===== src/rtl/mem_bus_arbiter.sv =====
// Arbitrates one single-port synchronous memory between instruction fetch and the LSU.
// Optional fetch anti-starvation guard: define ARB_STARVE_GUARD_EN.
module mem_bus_arbiter #(
    parameter int ADDR_W     = 32,
    parameter int DATA_W     = 32,
    parameter int MEM_LAT    = 1,
    parameter int STARVE_MAX = 4
) (
    input  logic                sys_clk,
    input  logic                sys_rst,
    input  logic                if_req,
    input  logic [ADDR_W-1:0]   if_addr,
    output logic                if_gnt,
    output logic                if_rvalid,
    output logic [DATA_W-1:0]   if_rdata,
    input  logic                ls_req,
    input  logic                ls_we,
    input  logic [DATA_W/8-1:0] ls_be,
    input  logic [ADDR_W-1:0]   ls_addr,
    input  logic [DATA_W-1:0]   ls_wdata,
    output logic                ls_gnt,
    output logic                ls_rvalid,
    output logic [DATA_W-1:0]   ls_rdata,
    output logic                mem_en,
    output logic                mem_we,
    output logic [DATA_W/8-1:0] mem_be,
    output logic [ADDR_W-1:0]   mem_addr,
    output logic [DATA_W-1:0]   mem_wdata,
    input  logic [DATA_W-1:0]   mem_rdata,
    output logic                busy
);

    localparam int LAT_W = (MEM_LAT > 1) ? $clog2(MEM_LAT) : 1;

    if (MEM_LAT < 1 || STARVE_MAX < 1 || (DATA_W % 8) != 0) begin : g_bad_cfg
        $error("mem_bus_arbiter: invalid parameter set");
    end

    typedef enum logic [1:0] {
        ST_IDLE  = 2'd0,
        ST_ISSUE = 2'd1,
        ST_WAIT  = 2'd2,
        ST_RESP  = 2'd3
    } state_t;

    state_t             state_r;
    state_t             state_s;
    logic [LAT_W-1:0]   lat_cnt_r;
    logic               sel_ls_r;
    logic               arb_s;
    logic               win_ls_s;
    logic               starve_hit_s;
    logic               cap_s;

`ifdef ARB_STARVE_GUARD_EN
    localparam int CNT_W = $clog2(STARVE_MAX + 1);
    logic [CNT_W-1:0] starve_cnt_r;

    assign starve_hit_s = if_req && (starve_cnt_r == CNT_W'(STARVE_MAX));

    // Counts LSU wins while fetch is waiting; saturates at STARVE_MAX
    always_ff @(posedge sys_clk) begin
        if (sys_rst) begin
            starve_cnt_r <= {CNT_W{1'b0}};
        end else if (!if_req) begin
            starve_cnt_r <= {CNT_W{1'b0}};
        end else if (arb_s && !win_ls_s) begin
            starve_cnt_r <= {CNT_W{1'b0}};
        end else if (arb_s && win_ls_s && (starve_cnt_r != CNT_W'(STARVE_MAX))) begin
            starve_cnt_r <= starve_cnt_r + CNT_W'(1);
        end else begin
            starve_cnt_r <= starve_cnt_r;
        end
    end
`else
    assign starve_hit_s = 1'b0;
`endif

    assign arb_s    = ((state_r == ST_IDLE) || (state_r == ST_RESP)) && (ls_req || if_req);
    assign win_ls_s = ls_req && !starve_hit_s;
    assign cap_s    = (state_r == ST_WAIT) && (lat_cnt_r == LAT_W'(0));
    assign busy     = (state_r != ST_IDLE);

    // Next-state decode
    always_comb begin
        state_s = state_r;
        case (state_r)
            ST_IDLE, ST_RESP: begin
                if (arb_s) begin
                    state_s = ST_ISSUE;
                end else begin
                    state_s = ST_IDLE;
                end
            end
            ST_ISSUE: begin
                if (mem_we) begin
                    state_s = ST_IDLE;
                end else begin
                    state_s = ST_WAIT;
                end
            end
            ST_WAIT: begin
                if (lat_cnt_r == LAT_W'(0)) begin
                    state_s = ST_RESP;
                end else begin
                    state_s = ST_WAIT;
                end
            end
            default: state_s = ST_IDLE;
        endcase
    end

    // State, latency counter and memory-side registers
    always_ff @(posedge sys_clk) begin
        if (sys_rst) begin
            state_r   <= ST_IDLE;
            lat_cnt_r <= LAT_W'(0);
            sel_ls_r  <= 1'b0;
            if_gnt    <= 1'b0;
            ls_gnt    <= 1'b0;
            mem_en    <= 1'b0;
            mem_we    <= 1'b0;
            mem_be    <= {(DATA_W/8){1'b0}};
            mem_addr  <= {ADDR_W{1'b0}};
            mem_wdata <= {DATA_W{1'b0}};
        end else begin
            state_r <= state_s;
            if_gnt  <= arb_s && !win_ls_s;
            ls_gnt  <= arb_s && win_ls_s;
            mem_en  <= arb_s;
            // The memory registers double as the winner's request latch
            if (arb_s) begin
                sel_ls_r  <= win_ls_s;
                mem_we    <= win_ls_s && ls_we;
                mem_be    <= (win_ls_s && ls_we) ? ls_be : {(DATA_W/8){1'b1}};
                mem_addr  <= win_ls_s ? ls_addr : if_addr;
                mem_wdata <= win_ls_s ? ls_wdata : mem_wdata;
            end else begin
                mem_we <= 1'b0;
            end
            if ((state_r == ST_ISSUE) && (state_s == ST_WAIT)) begin
                lat_cnt_r <= LAT_W'(MEM_LAT - 1);
            end else if ((state_r == ST_WAIT) && (lat_cnt_r != LAT_W'(0))) begin
                lat_cnt_r <= lat_cnt_r - LAT_W'(1);
            end else begin
                lat_cnt_r <= lat_cnt_r;
            end
        end
    end

    // Read-response capture; rdata holds until the next capture for that port
    always_ff @(posedge sys_clk) begin
        if (sys_rst) begin
            if_rvalid <= 1'b0;
            ls_rvalid <= 1'b0;
            if_rdata  <= {DATA_W{1'b0}};
            ls_rdata  <= {DATA_W{1'b0}};
        end else begin
            if_rvalid <= cap_s && !sel_ls_r;
            ls_rvalid <= cap_s && sel_ls_r;
            if (cap_s && sel_ls_r) begin
                ls_rdata <= mem_rdata;
            end else begin
                ls_rdata <= ls_rdata;
            end
            if (cap_s && !sel_ls_r) begin
                if_rdata <= mem_rdata;
            end else begin
                if_rdata <= if_rdata;
            end
        end
    end

endmodule


===== config.mk =====
export PLATFORM = sky130hd
export DESIGN_NAME = mem_bus_arbiter
export DESIGN_NICKNAME = d
export VERILOG_FILES = /design/src/rtl/mem_bus_arbiter.sv
export SDC_FILE = /design/constraint.sdc
export NUM_CORES = 1
export LEC_CHECK = 0
export ABC_AREA = 1
export CORE_UTILIZATION = 45
export CTS_CLUSTER_SIZE = 20
export DETAILED_ROUTE_END_ITERATION = 7
export DONT_BUFFER_PORTS = 1
export SYNTH_ARGS = -nofsm -noshare
export SYNTH_HDL_FRONTEND = slang
export SYNTH_SLANG_ARGS = --single-unit
export TNS_END_PERCENT = 20

===== constraint.sdc =====
create_clock -name sys_clk -period 2 [get_ports sys_clk]
set_input_delay 0.1 -clock sys_clk [delete_from_list [all_inputs] [get_ports sys_clk]]
set_output_delay 0.1 -clock sys_clk [all_outputs]
set_load 0.005 [all_outputs]

==> results of run 1 <==
worst reg2reg max path, delay by kind of cell, from the launching register on:
family / cells / cell delay (ns)
buffers and inverters: 3 / 0.42
flip-flops: 1 / 0.33
AND/OR/NAND/NOR: 1 / 0.08
adder cells (fa/ha/maj): 1 / 0.40
AO/OA/AOI/OAI: 2 / 0.37
sequential cells by signal (all words and copies together), names as in the netlist:
| register | cells |
|---|---|
| mem_addr | 32 |
| ls_gnt | 1 |
| ls_rvalid | 1 |
| if_rdata | 32 |
| mem_be | 4 |
| mem_wdata | 32 |
| if_gnt | 1 |
| mem_we | 1 |
| state_r | 2 |
| mem_en | 1 |
| sel_ls_r | 1 |
| lat_cnt_r | 1 |
| if_rvalid | 1 |
| ls_rdata | 32 |
how the worst max path moves through the flow:
| stage | start | to | slack [ns] | cells after the start |
|---|---|---|---|---|
| 6_report | ls_req | mem_addr[17] | 0.22 | 6 |
| 5_1_grt | ls_req | mem_addr[17] | 0.15 | 6 |
| 4_1_cts | ls_req | mem_addr[28] | 0.08 | 6 |
| 3_5_place_dp | state_r[0] | lat_cnt_r | 0.32 | 8 |
| 3_3_place_gp | state_r[0] | lat_cnt_r | 0.34 | 8 |
| 2_1_floorplan | state_r[0] | mem_addr[25] | 0.60 | 8 |
per-stage QoR:
step	hold WS, ns	setup WS, ns
2_1_floorplan	0.212	0.603
3_3_place_gp	0.177	0.342
3_5_place_dp	0.178	0.316
4_1_cts	0.0301	0.0792
5_1_grt	0.0441	0.148
6_report	0.0343	0.218
placed cells by master, fill, tap and decap left out, drive strengths merged:
master	synthesis	routed
a21oi	97	97
buf	40	16
bufinv	0	3
clkbuf	15	21
clkinv	0	3
clkinvlp	0	3
dfxtp	142	142
dlygate4sd3	0	138
dlymetal6s4s	0	1
ha	3	3
inv	50	51
nand2	197	197
nand3	10	10
nand4	32	32
nor2	81	81
nor3	1	1
o21ai	69	69
routing by layer:
metal | up-vias | track usage [%] | part of all wire (%)
met1 | 2522 | 27.6 | 38
met4 | 0 | 15.1 | 3.4
met5 | - | 0 | 0
met2 | 348 | 43.4 | 49
li1 | 2620 | - | -
met3 | 55 | 9.94 | 9.8
power by group through the flow:
stage	Sequential, W	Combinational [W]	Clock [W]
floorplan	0.00315	0.000452	0
global placement	0.00319	0.000489	0
detailed placement	0.00319	0.000511	0
CTS	0.00314	0.000794	0.00328
global route	0.00315	0.000905	0.00343
finish	0.00314	0.000820	0.00323
final cells by class:
type | instances | share of cell area, %
Clock inverter | 10 | 1.80
Tap cell | 147 | 2.43
Multi-Input combinational cell | 490 | 29.0
Clock buffer | 21 | 6.21
Timing Repair Buffer | 155 | 20.6
Inverter | 50 | 2.48
Sequential cell | 142 | 37.5
cells by family after synthesis:
group / Yosys count
AOI/OAI and AO/OA: 166
adders and majority gates: 3
buffers and inverters: 105
DFF: 142
and+or+nand+nor: 321
timing repair:
item	in CTS	in global routing
endpoints found under the setup margin	0	25
gates resized for setup	0	1
setup buffers	0	0
hold endpoints to repair	141	0
hold buffers	140	0
cell usage after synthesis, drive strengths merged:
master	n	share of area [%]
nand2	197	13
dfxtp	142	52
a21oi	97	8.8
nor2	81	5.7
o21ai	69	6.5
inv	50	3.4
buf	40	4.3
nand4	32	3.6
clkbuf	15	1.0
nand3	10	0.91
ha	3	0.68
nor3	1	0.091
==> impl_metrics.xml, run 1 <==
<?xml version="1.0" encoding="UTF-8"?>
<metrics>
  <group name="synth">
    <metric name="synth_compound_gate_area_share" unit="%">15.3</metric>
    <metric name="seq_area_frac_synth" unit="%">51.6</metric>
    <metric name="post_synth_num_cell_types" unit="">20</metric>
    <metric name="yosys-mux-area-fraction" unit="%">0</metric>
    <metric name="post_synth_instance_area" unit="mm^2">0.00551</metric>
    <metric name="post_synthesis_adder_cell_area_fraction" unit="%">0.681</metric>
    <metric name="combinational_family_with_the_most_area_after_synthesis" unit="">simple AND/OR/NAND/NOR gates</metric>
    <metric name="syn-mean-instance-area" unit="um^2">7.48</metric>
    <metric name="flip_flop_and_latch_count_after_synthesis" unit="">142</metric>
    <metric name="synthSimpleGateAreaFrac" unit="%">23.7</metric>
    <metric name="synth_xor_xnor_area_share" unit="%">0</metric>
    <metric name="synth.yosys.warnings" unit="">0</metric>
    <metric name="syn-num-nets" unit="">877</metric>
    <metric name="synthCells" unit="">737</metric>
  </group>
  <group name="route">
    <metric name="drt.antenna.violating_nets" unit="">0</metric>
    <metric name="drc_errors" unit="">0</metric>
    <metric name="drtPass1Iterations" unit="">5</metric>
    <metric name="wl_per_cell" unit="um">16.3</metric>
    <metric name="via_count" unit="">5545</metric>
    <metric name="postRouteWirelength" unit="um">16600</metric>
    <metric name="post_drt_via_cell_ratio" unit="">5.46</metric>
    <metric name="dr.first_iter.drc_count" unit="">341</metric>
  </group>
  <group name="power">
    <metric name="power_report.internal_total" unit="W">0.00543</metric>
    <metric name="power_switching_share" unit="%">24.4</metric>
    <metric name="post-layout-total-power" unit="W">0.00718</metric>
    <metric name="power_switching" unit="W">0.00176</metric>
    <metric name="total_leakage_power" unit="nW">3.06</metric>
    <metric name="comb_power_share" unit="%">11.4</metric>
    <metric name="power_density" unit="mW/mm^2">949</metric>
    <metric name="seq_power_share" unit="%">43.7</metric>
    <metric name="power_frac_clock" unit="%">44.9</metric>
    <metric name="vdd_ir_drop_max" unit="mV">0.608</metric>
  </group>
  <group name="hold_path">
    <metric name="whs_path_depth" unit="">3</metric>
    <metric name="min-delay-start" unit="">if_req</metric>
    <metric name="min_to" unit="">mem_addr[31]</metric>
    <metric name="min_path_type" unit="">input port to flop</metric>
  </group>
  <group name="clock_tree">
    <metric name="tritoncts_clock_tree" unit="">yes</metric>
    <metric name="cts-root-buf" unit="">clkbuf_16</metric>
    <metric name="clk_transition_reported_paths" unit="ns">0.06</metric>
    <metric name="cts_inserted_buffers" unit="">17</metric>
    <metric name="clock_sinks" unit="">142</metric>
    <metric name="h_tree_depth" unit="">4</metric>
    <metric name="clk_latency" unit="ns">0.42</metric>
    <metric name="ctsLongestPathBuffers" unit="">2</metric>
  </group>
  <group name="setup_path">
    <metric name="timing.critical_path.slowest_cell_delay" unit="ns">0.90</metric>
    <metric name="reg2reg_from" unit="">state_r[0]</metric>
    <metric name="crit_arrival" unit="ns">2.12</metric>
    <metric name="critPathLaunchType" unit="">input port</metric>
    <metric name="worst_path_max_delay_cell" unit="">dlymetal6s4s_1</metric>
    <metric name="crit_path_cell_trace" unit="">dlymetal6s4s_1 &gt; nand2_1 &gt; nand2_1 &gt; dlygate4sd3_1 &gt; nand2_1 &gt; a21oi_1</metric>
    <metric name="worst_ep_required_time" unit="ns">2.34</metric>
    <metric name="ff2ff_path_depth" unit="">7</metric>
    <metric name="crit_path_frequent_cell" unit="">nand2_1</metric>
    <metric name="count_of_buffer_and_inverter_cells_on_the_critical_path" unit="">2</metric>
    <metric name="worstSetupPathType" unit="">input port to flop</metric>
    <metric name="setup_slack_of_the_most_critical_reg_to_reg_path" unit="ns">0.34</metric>
    <metric name="crit_path_end_kind" unit="">flop</metric>
    <metric name="cp_top_family" unit="">buffers and inverters</metric>
    <metric name="critical_path.reg2reg.endpoint" unit="">mem_addr[6]</metric>
    <metric name="critical_path.max_fanout" unit="">30</metric>
  </group>
  <group name="timing">
    <metric name="timing.clock.skew" unit="ns">0.00973</metric>
    <metric name="achievable-frequency" unit="MHz">561</metric>
    <metric name="min_period_over_period" unit="%">89.1</metric>
    <metric name="final-setup-viol-count" unit="">0</metric>
    <metric name="setup_total_negative_slack" unit="ns">0</metric>
    <metric name="final-max-slew-violation-count" unit="">0</metric>
    <metric name="timing.final.hold_violations" unit="">0</metric>
    <metric name="grt_setup_unrepaired" unit="">no</metric>
    <metric name="finalCriticalPeriod" unit="ns">1.78</metric>
    <metric name="slew_headroom" unit="%">25.4</metric>
    <metric name="tightestPinTransition" unit="ns">1.12</metric>
  </group>
  <group name="placed_design">
    <metric name="gp_congestion" unit="">0.779</metric>
    <metric name="dp.final_hpwl" unit="um">9590</metric>
    <metric name="port_buffer_cells" unit="">0</metric>
    <metric name="place.detailed.instances" unit="">844</metric>
    <metric name="placedInstanceArea" unit="mm^2">0.00555</metric>
  </group>
  <group name="floorplan">
    <metric name="design.die.area" unit="mm^2">0.0127</metric>
    <metric name="core-area" unit="mm^2">0.0120</metric>
    <metric name="die_w" unit="um">113</metric>
    <metric name="initial_core_util" unit="%">46.1</metric>
    <metric name="ios" unit="">276</metric>
    <metric name="height_of_the_chip" unit="um">113</metric>
    <metric name="placementRows" unit="">40</metric>
  </group>
  <group name="global_route">
    <metric name="grt-ovfl-total" unit="">0</metric>
    <metric name="overall_global_routing_resource_usage" unit="%">25.8</metric>
    <metric name="grt_pass1_vias" unit="">5374</metric>
    <metric name="maximum_number_of_pins_on_one_net_before_global_route_repair" unit="">72</metric>
    <metric name="wire_length_of_the_first_global_routing_pass" unit="um">26000</metric>
    <metric name="antenna_found_initial" unit="">0</metric>
  </group>
  <group name="cells_and_area">
    <metric name="finalNetCount" unit="">996</metric>
    <metric name="finish.utilization" unit="%">63.3</metric>
    <metric name="final_layout_size_suffix_gt1_share" unit="%">6.34</metric>
    <metric name="area_growth" unit="%">37.4</metric>
    <metric name="stdcell_area" unit="mm^2">0.00757</metric>
    <metric name="area.sequential" unit="mm^2">0.00284</metric>
    <metric name="num_antenna_cells" unit="">0</metric>
    <metric name="final_cell_count_no_fill" unit="">1015</metric>
    <metric name="fill_cells" unit="">939</metric>
    <metric name="multiInputGateArea" unit="mm^2">0.00219</metric>
  </group>
  <group name="job">
    <metric name="timing.max_cap.violations" unit="">0</metric>
  </group>
  <group name="status">
    <metric name="status" unit="">finished clean</metric>
  </group>
</metrics>
Power figures use the tool's default switching activity.
==> inputs of run 2 (changes only) <==
Clock period 2 ns to 1.6 ns, I/O delays scaled along.
==> impl_metrics.xml, run 2 (synthesis gave the netlist of run 1 again) <==
<?xml version="1.0" encoding="UTF-8"?>
<metrics>
  <group name="floorplan">
    <metric name="design.die.area" unit="mm^2">0.0127</metric>
    <metric name="ios" unit="">276</metric>
    <metric name="height_of_the_chip" unit="um">113</metric>
    <metric name="die_w" unit="um">113</metric>
    <metric name="core-area" unit="mm^2">0.0120</metric>
    <metric name="initial_core_util" unit="%">46.1</metric>
    <metric name="placementRows" unit="">40</metric>
  </group>
  <group name="global_route">
    <metric name="wire_length_of_the_first_global_routing_pass" unit="um">26200</metric>
    <metric name="grt-ovfl-total" unit="">0</metric>
    <metric name="grt_pass1_vias" unit="">5335</metric>
    <metric name="antenna_found_initial" unit="">0</metric>
    <metric name="maximum_number_of_pins_on_one_net_before_global_route_repair" unit="">72</metric>
    <metric name="overall_global_routing_resource_usage" unit="%">26.3</metric>
  </group>
  <group name="placed_design">
    <metric name="port_buffer_cells" unit="">0</metric>
    <metric name="placedInstanceArea" unit="mm^2">0.00561</metric>
    <metric name="dp.final_hpwl" unit="um">9650</metric>
    <metric name="gp_congestion" unit="">0.792</metric>
  </group>
  <group name="setup_path">
    <metric name="critical_path.max_fanout" unit="">20</metric>
    <metric name="worstSetupPathType" unit="">flop to flop</metric>
    <metric name="critical_path.reg2reg.endpoint" unit="">mem_addr[25]</metric>
    <metric name="worstSetupPathDepth" unit="">7</metric>
    <metric name="crit_arrival" unit="ns">1.82</metric>
    <metric name="ff2ff_path_depth" unit="">7</metric>
    <metric name="crit_path_cell_trace" unit="">inv_1 &gt; ha_2 &gt; inv_2 &gt; o21ai_4 &gt; buf_6 &gt; nand2_1 &gt; a21oi_1</metric>
    <metric name="worst_path_max_delay_cell" unit="">ha_2</metric>
    <metric name="cp_top_family" unit="">adder cells</metric>
    <metric name="critPathLaunchType" unit="">flop</metric>
    <metric name="timing.critical_path.slowest_cell_delay" unit="ns">0.39</metric>
    <metric name="count_of_buffer_and_inverter_cells_on_the_critical_path" unit="">3</metric>
    <metric name="reg2reg_from" unit="">state_r[1]</metric>
    <metric name="crit_path_end_kind" unit="">flop</metric>
    <metric name="worst_ep_required_time" unit="ns">1.94</metric>
    <metric name="setup_slack_of_the_most_critical_reg_to_reg_path" unit="ns">0.12</metric>
  </group>
  <group name="timing">
    <metric name="timing.clock.skew" unit="ns">0.00677</metric>
    <metric name="final-max-slew-violation-count" unit="">0</metric>
    <metric name="setup_total_negative_slack" unit="ns">0</metric>
    <metric name="timing.final.hold_violations" unit="">0</metric>
    <metric name="min_period_over_period" unit="%">92.3</metric>
    <metric name="tightestPinTransition" unit="ns">1.14</metric>
    <metric name="achievable-frequency" unit="MHz">677</metric>
    <metric name="finalCriticalPeriod" unit="ns">1.48</metric>
    <metric name="slew_headroom" unit="%">24.3</metric>
    <metric name="final-setup-viol-count" unit="">0</metric>
    <metric name="grt_setup_unrepaired" unit="">no</metric>
  </group>
  <group name="power">
    <metric name="total_leakage_power" unit="nW">3.09</metric>
    <metric name="post-layout-total-power" unit="W">0.00911</metric>
    <metric name="vdd_ir_drop_max" unit="mV">0.827</metric>
    <metric name="power_density" unit="mW/mm^2">1190</metric>
  </group>
  <group name="clock_tree">
    <metric name="clk_transition_reported_paths" unit="ns">0.06</metric>
    <metric name="tritoncts_clock_tree" unit="">yes</metric>
    <metric name="h_tree_depth" unit="">4</metric>
    <metric name="cts_inserted_buffers" unit="">17</metric>
    <metric name="clk_latency" unit="ns">0.41</metric>
    <metric name="ctsLongestPathBuffers" unit="">2</metric>
    <metric name="cts-root-buf" unit="">clkbuf_16</metric>
    <metric name="clock_sinks" unit="">142</metric>
  </group>
  <group name="cells_and_area">
    <metric name="mostFrequentLayoutCells" unit="">nand2_1, dfxtp_1, dlygate4sd3_1</metric>
    <metric name="finalNetCount" unit="">1001</metric>
    <metric name="final_common_cell" unit="">nand2_1</metric>
    <metric name="multiInputGateArea" unit="mm^2">0.00220</metric>
    <metric name="stdcell_area" unit="mm^2">0.00766</metric>
    <metric name="area.sequential" unit="mm^2">0.00284</metric>
    <metric name="final_layout_size_suffix_gt1_share" unit="%">6.87</metric>
    <metric name="fill_cells" unit="">979</metric>
    <metric name="num_antenna_cells" unit="">0</metric>
    <metric name="area_growth" unit="%">38.9</metric>
  </group>
  <group name="route">
    <metric name="postRouteWirelength" unit="um">16900</metric>
    <metric name="post_drt_via_cell_ratio" unit="">5.49</metric>
    <metric name="drt.antenna.violating_nets" unit="">0</metric>
    <metric name="dr.first_iter.drc_count" unit="">458</metric>
    <metric name="via_count" unit="">5601</metric>
    <metric name="drc_errors" unit="">0</metric>
    <metric name="drtPass1Iterations" unit="">6</metric>
    <metric name="wl_per_cell" unit="um">16.6</metric>
  </group>
  <group name="status">
    <metric name="status" unit="">finished clean</metric>
  </group>
  <group name="job">
    <metric name="timing.max_cap.violations" unit="">0</metric>
  </group>
  <group name="hold_path">
    <metric name="min_to" unit="">mem_addr[21]</metric>
    <metric name="min_path_type" unit="">input port to flop</metric>
    <metric name="whs_path_depth" unit="">2</metric>
    <metric name="min-delay-start" unit="">sys_rst</metric>
  </group>
</metrics>
[run 2: cell count changes in the layout (fill, tap and decap cells not counted), moves of 2 or more]
cell,previous run,this run
buf_12,2,4
buf_6,0,3
clkbuf_8,3,1
clkinvlp_4,3,1
[run 2: worst max-delay path by stage]
stage	startpoint	end	slack [ns]
2_1_floorplan	state_r[0]	mem_addr[25]	0.20
3_5_place_dp	state_r[0]	sel_ls_r	0.04
5_1_grt	state_r[0]	mem_addr[3]	0.002
3_3_place_gp	state_r[0]	sel_ls_r	0.08
6_report	state_r[1]	mem_addr[25]	0.12
4_1_cts	state_r[0]	sel_ls_r	0.03
[run 2: worst reg2reg max path, stage by stage, from the launching register on]
cell,delay (ns)
dfxtp_1,0.33
inv_1,0.06
ha_2,0.39
inv_2,0.06
o21ai_4,0.09
buf_6,0.23
nand2_1,0.11
a21oi_1,0.14
[run 2: per-stage QoR]
stage | setup slack [ns] | hold WS, ns | utilization (%) | cells
floorplan | 0.203 | 0.192 | - | 737
global placement | 0.0776 | 0.154 | 46.9 | 849
detailed placement | 0.0404 | 0.155 | 46.9 | 849
CTS | 0.0283 | 0.0140 | 63.9 | 1020
global route | 0.00225 | 0.0264 | 64.0 | 1020
finish | 0.124 | 0.0161 | 64.0 | 1020
[run 2: layout make-up]
cell class                 count  area share [%]
sequential                   142            37.1
multi-input combinational    490            28.7
timing repair buffer         160            21.3
clock buffer                  20            5.83
inverter                      50            2.48
tap                          147            2.40
clock inverter                11            2.16
[run 2: timing repair]
action                                  in CTS  in global routing
endpoints found under the hold margin      141                  0
endpoints found under the setup margin       0                 73
buffers inserted                             0                  0
resized for setup                            0                  7
hold buffers                               140                  0
[run 2: report_power, final]
group          total (W)  leakage [nW]  switching, W  internal [W]
combinational    0.00106          1.63      0.000566      0.000498
sequential       0.00392          1.16      0.000175       0.00375
clock            0.00412         0.300       0.00148       0.00264
total            0.00911          3.09       0.00222       0.00688
[run 2: metal layers]
metal | part of all wire (%) | vias to the layer above | GRT usage, %
met2 | 47 | 342 | 43.2
met5 | 0 | - | 0
met4 | 4.8 | 0 | 16.5
met3 | 10 | 82 | 10.5
li1 | - | 2624 | -
met1 | 38 | 2553 | 28.3
==> inputs of run 3 (changes only) <==
Settings changed: CELL_PAD_IN_SITES_DETAIL_PLACEMENT set to 1, CELL_PAD_IN_SITES_GLOBAL_PLACEMENT set to 2, CORE_MARGIN set to 2, CORE_UTILIZATION 45 to 29, CTS_BUF_LIST set to sky130_fd_sc_hd__clkbuf_8 sky130_fd_sc_hd__clkbuf_16, PLACE_DENSITY_LB_ADDON set to 0.1.
==> impl_metrics.xml, run 3 (synthesis gave the netlist of run 1 again) <==
<?xml version="1.0" encoding="UTF-8"?>
<metrics>
  <group name="cells_and_area">
    <metric name="multiInputGateArea" unit="mm^2">0.00219</metric>
    <metric name="final_layout_size_suffix_gt1_share" unit="%">6.28</metric>
    <metric name="area_growth" unit="%">38.3</metric>
    <metric name="area.sequential" unit="mm^2">0.00284</metric>
    <metric name="num_antenna_cells" unit="">0</metric>
    <metric name="final_common_cell" unit="">nand2_1</metric>
    <metric name="mostFrequentLayoutCells" unit="">nand2_1, dfxtp_1, dlygate4sd3_1</metric>
    <metric name="finish.utilization" unit="%">40.7</metric>
    <metric name="stdcell_area" unit="mm^2">0.00762</metric>
    <metric name="finalNetCount" unit="">989</metric>
    <metric name="final_cell_count_no_fill" unit="">1094</metric>
    <metric name="fill_cells" unit="">2258</metric>
  </group>
  <group name="timing">
    <metric name="min_period_over_period" unit="%">92.8</metric>
    <metric name="timing.clock.skew" unit="ns">0.0105</metric>
    <metric name="timing.final.hold_violations" unit="">0</metric>
    <metric name="final-setup-viol-count" unit="">0</metric>
    <metric name="final-max-slew-violation-count" unit="">0</metric>
    <metric name="achievable-frequency" unit="MHz">674</metric>
    <metric name="finalCriticalPeriod" unit="ns">1.48</metric>
    <metric name="tightestPinTransition" unit="ns">0.375</metric>
    <metric name="grt_setup_unrepaired" unit="">no</metric>
    <metric name="slew_headroom" unit="%">74.9</metric>
    <metric name="setup_total_negative_slack" unit="ns">0</metric>
  </group>
  <group name="floorplan">
    <metric name="initial_core_util" unit="%">29.5</metric>
    <metric name="core-area" unit="mm^2">0.0187</metric>
    <metric name="die_w" unit="um">142</metric>
    <metric name="placementRows" unit="">50</metric>
    <metric name="height_of_the_chip" unit="um">142</metric>
    <metric name="ios" unit="">276</metric>
    <metric name="design.die.area" unit="mm^2">0.0201</metric>
  </group>
  <group name="global_route">
    <metric name="maximum_number_of_pins_on_one_net_before_global_route_repair" unit="">72</metric>
    <metric name="wire_length_of_the_first_global_routing_pass" unit="um">29700</metric>
    <metric name="antenna_found_initial" unit="">0</metric>
    <metric name="overall_global_routing_resource_usage" unit="%">18.8</metric>
    <metric name="grt_pass1_vias" unit="">5559</metric>
    <metric name="grt-ovfl-total" unit="">0</metric>
  </group>
  <group name="setup_path">
    <metric name="critPathLaunchType" unit="">flop</metric>
    <metric name="worstSetupPathType" unit="">flop to flop</metric>
    <metric name="crit_arrival" unit="ns">1.83</metric>
    <metric name="critical_path.max_fanout" unit="">32</metric>
    <metric name="crit_path_end_kind" unit="">flop</metric>
    <metric name="ff2ff_path_depth" unit="">6</metric>
    <metric name="crit_start" unit="">state_r[0]</metric>
    <metric name="setup_slack_of_the_most_critical_reg_to_reg_path" unit="ns">0.12</metric>
    <metric name="reg2reg_from" unit="">state_r[0]</metric>
    <metric name="worst_ep_required_time" unit="ns">1.95</metric>
  </group>
  <group name="power">
    <metric name="post-layout-total-power" unit="W">0.00885</metric>
    <metric name="vdd_ir_drop_max" unit="mV">0.731</metric>
    <metric name="power_density" unit="mW/mm^2">1160</metric>
    <metric name="total_leakage_power" unit="nW">3.04</metric>
  </group>
  <group name="route">
    <metric name="dr.first_iter.drc_count" unit="">147</metric>
    <metric name="drc_errors" unit="">0</metric>
    <metric name="drtPass1Iterations" unit="">4</metric>
    <metric name="wl_per_cell" unit="um">17.7</metric>
    <metric name="via_count" unit="">5342</metric>
    <metric name="postRouteWirelength" unit="um">19400</metric>
    <metric name="post_drt_via_cell_ratio" unit="">4.88</metric>
    <metric name="drt.antenna.violating_nets" unit="">0</metric>
  </group>
  <group name="placed_design">
    <metric name="placedInstanceArea" unit="mm^2">0.00565</metric>
    <metric name="gp_congestion" unit="">0.746</metric>
    <metric name="dp.final_hpwl" unit="um">12300</metric>
    <metric name="port_buffer_cells" unit="">0</metric>
    <metric name="place.detailed.instances" unit="">929</metric>
  </group>
  <group name="clock_tree">
    <metric name="cts_inserted_buffers" unit="">17</metric>
    <metric name="clock_sinks" unit="">142</metric>
    <metric name="cts_setup_buffers" unit="">0</metric>
    <metric name="clk_transition_reported_paths" unit="ns">0.06</metric>
    <metric name="h_tree_depth" unit="">4</metric>
    <metric name="cts-root-buf" unit="">clkbuf_16</metric>
    <metric name="clk_latency" unit="ns">0.41</metric>
    <metric name="ctsLongestPathBuffers" unit="">2</metric>
    <metric name="tritoncts_clock_tree" unit="">yes</metric>
  </group>
  <group name="hold_path">
    <metric name="min_path_type" unit="">input port to flop</metric>
    <metric name="whs_path_depth" unit="">4</metric>
    <metric name="min-delay-start" unit="">if_addr[28]</metric>
  </group>
  <group name="status">
    <metric name="status" unit="">finished clean</metric>
  </group>
  <group name="job">
    <metric name="timing.max_cap.violations" unit="">0</metric>
  </group>
</metrics>
==> run 3: cell types whose count changed in the layout (fill, tap and decap cells not counted), sizes merged <==
cell,previous run,this run
dlygate4sd3,138,132
buf,21,15
inv,51,53
bufinv,4,2
clkbuf,20,19
dlymetal6s4s,1,0
clkinvlp,1,2
==> run 3: where the power goes <==
group / internal, W / switching [W]
registers: 0.00375 / 0.000184
logic: 0.000497 / 0.000579
clock network: 0.00231 / 0.00154
total: 0.00655 / 0.00230
==> run 3: final cells by class <==
class | instances | area share, %
sequential | 142 | 37.3
multi-input combinational | 490 | 28.8
timing repair buffer | 148 | 20.2
clock buffer | 18 | 5.76
tap | 234 | 3.84
inverter | 50 | 2.50
clock inverter | 12 | 1.63
==> run 3: final timing paths <==
kind              endpoint
max          mem_wdata[25]
min           mem_addr[28]
max reg2reg  mem_wdata[25]
min reg2reg    ls_rdata[0]
==> run 3: what timing repair did <==
| action | in CTS | in global routing |
|---|---|---|
| hold endpoints to repair | 141 | 0 |
| pin swaps | 0 | 0 |
| hold buffers | 134 | 0 |
| gates cloned | 0 | 1 |
| gates resized for setup | 1 | 3 |
| setup endpoints to repair | 4 | 57 |
==> run 3: critical path: stages, from the launching register on <==
cell,delay [ns]
dfxtp_1,0.33
inv_1,0.06
ha_1,0.36
nor2_4,0.18
buf_8,0.22
o21ai_0,0.13
nor2_1,0.14
==> run 3: routing by layer <==
metal / routed length (um) / vias to the layer above / track usage [%] / share of wire (%)
met3: 1680 / 28 / 7.73 / 8.7
met1: 7780 / 2514 / 20.9 / 40
met4: 384 / 0 / 5.84 / 2.0
met5: 0 / - / 0 / 0
li1: - / 2605 / - / -
met2: 9540 / 195 / 32.9 / 49
==> run 3: stage by stage <==
stage | hold slack (ns) | worst slack [ns]
after floorplan | 0.192 | 0.203
after global placement | 0.159 | 0.0736
after detailed placement | 0.162 | -0.0151
after CTS | 0.0113 | 0.00373
after global routing | 0.0165 | 0.00358
final | 0.0202 | 0.116
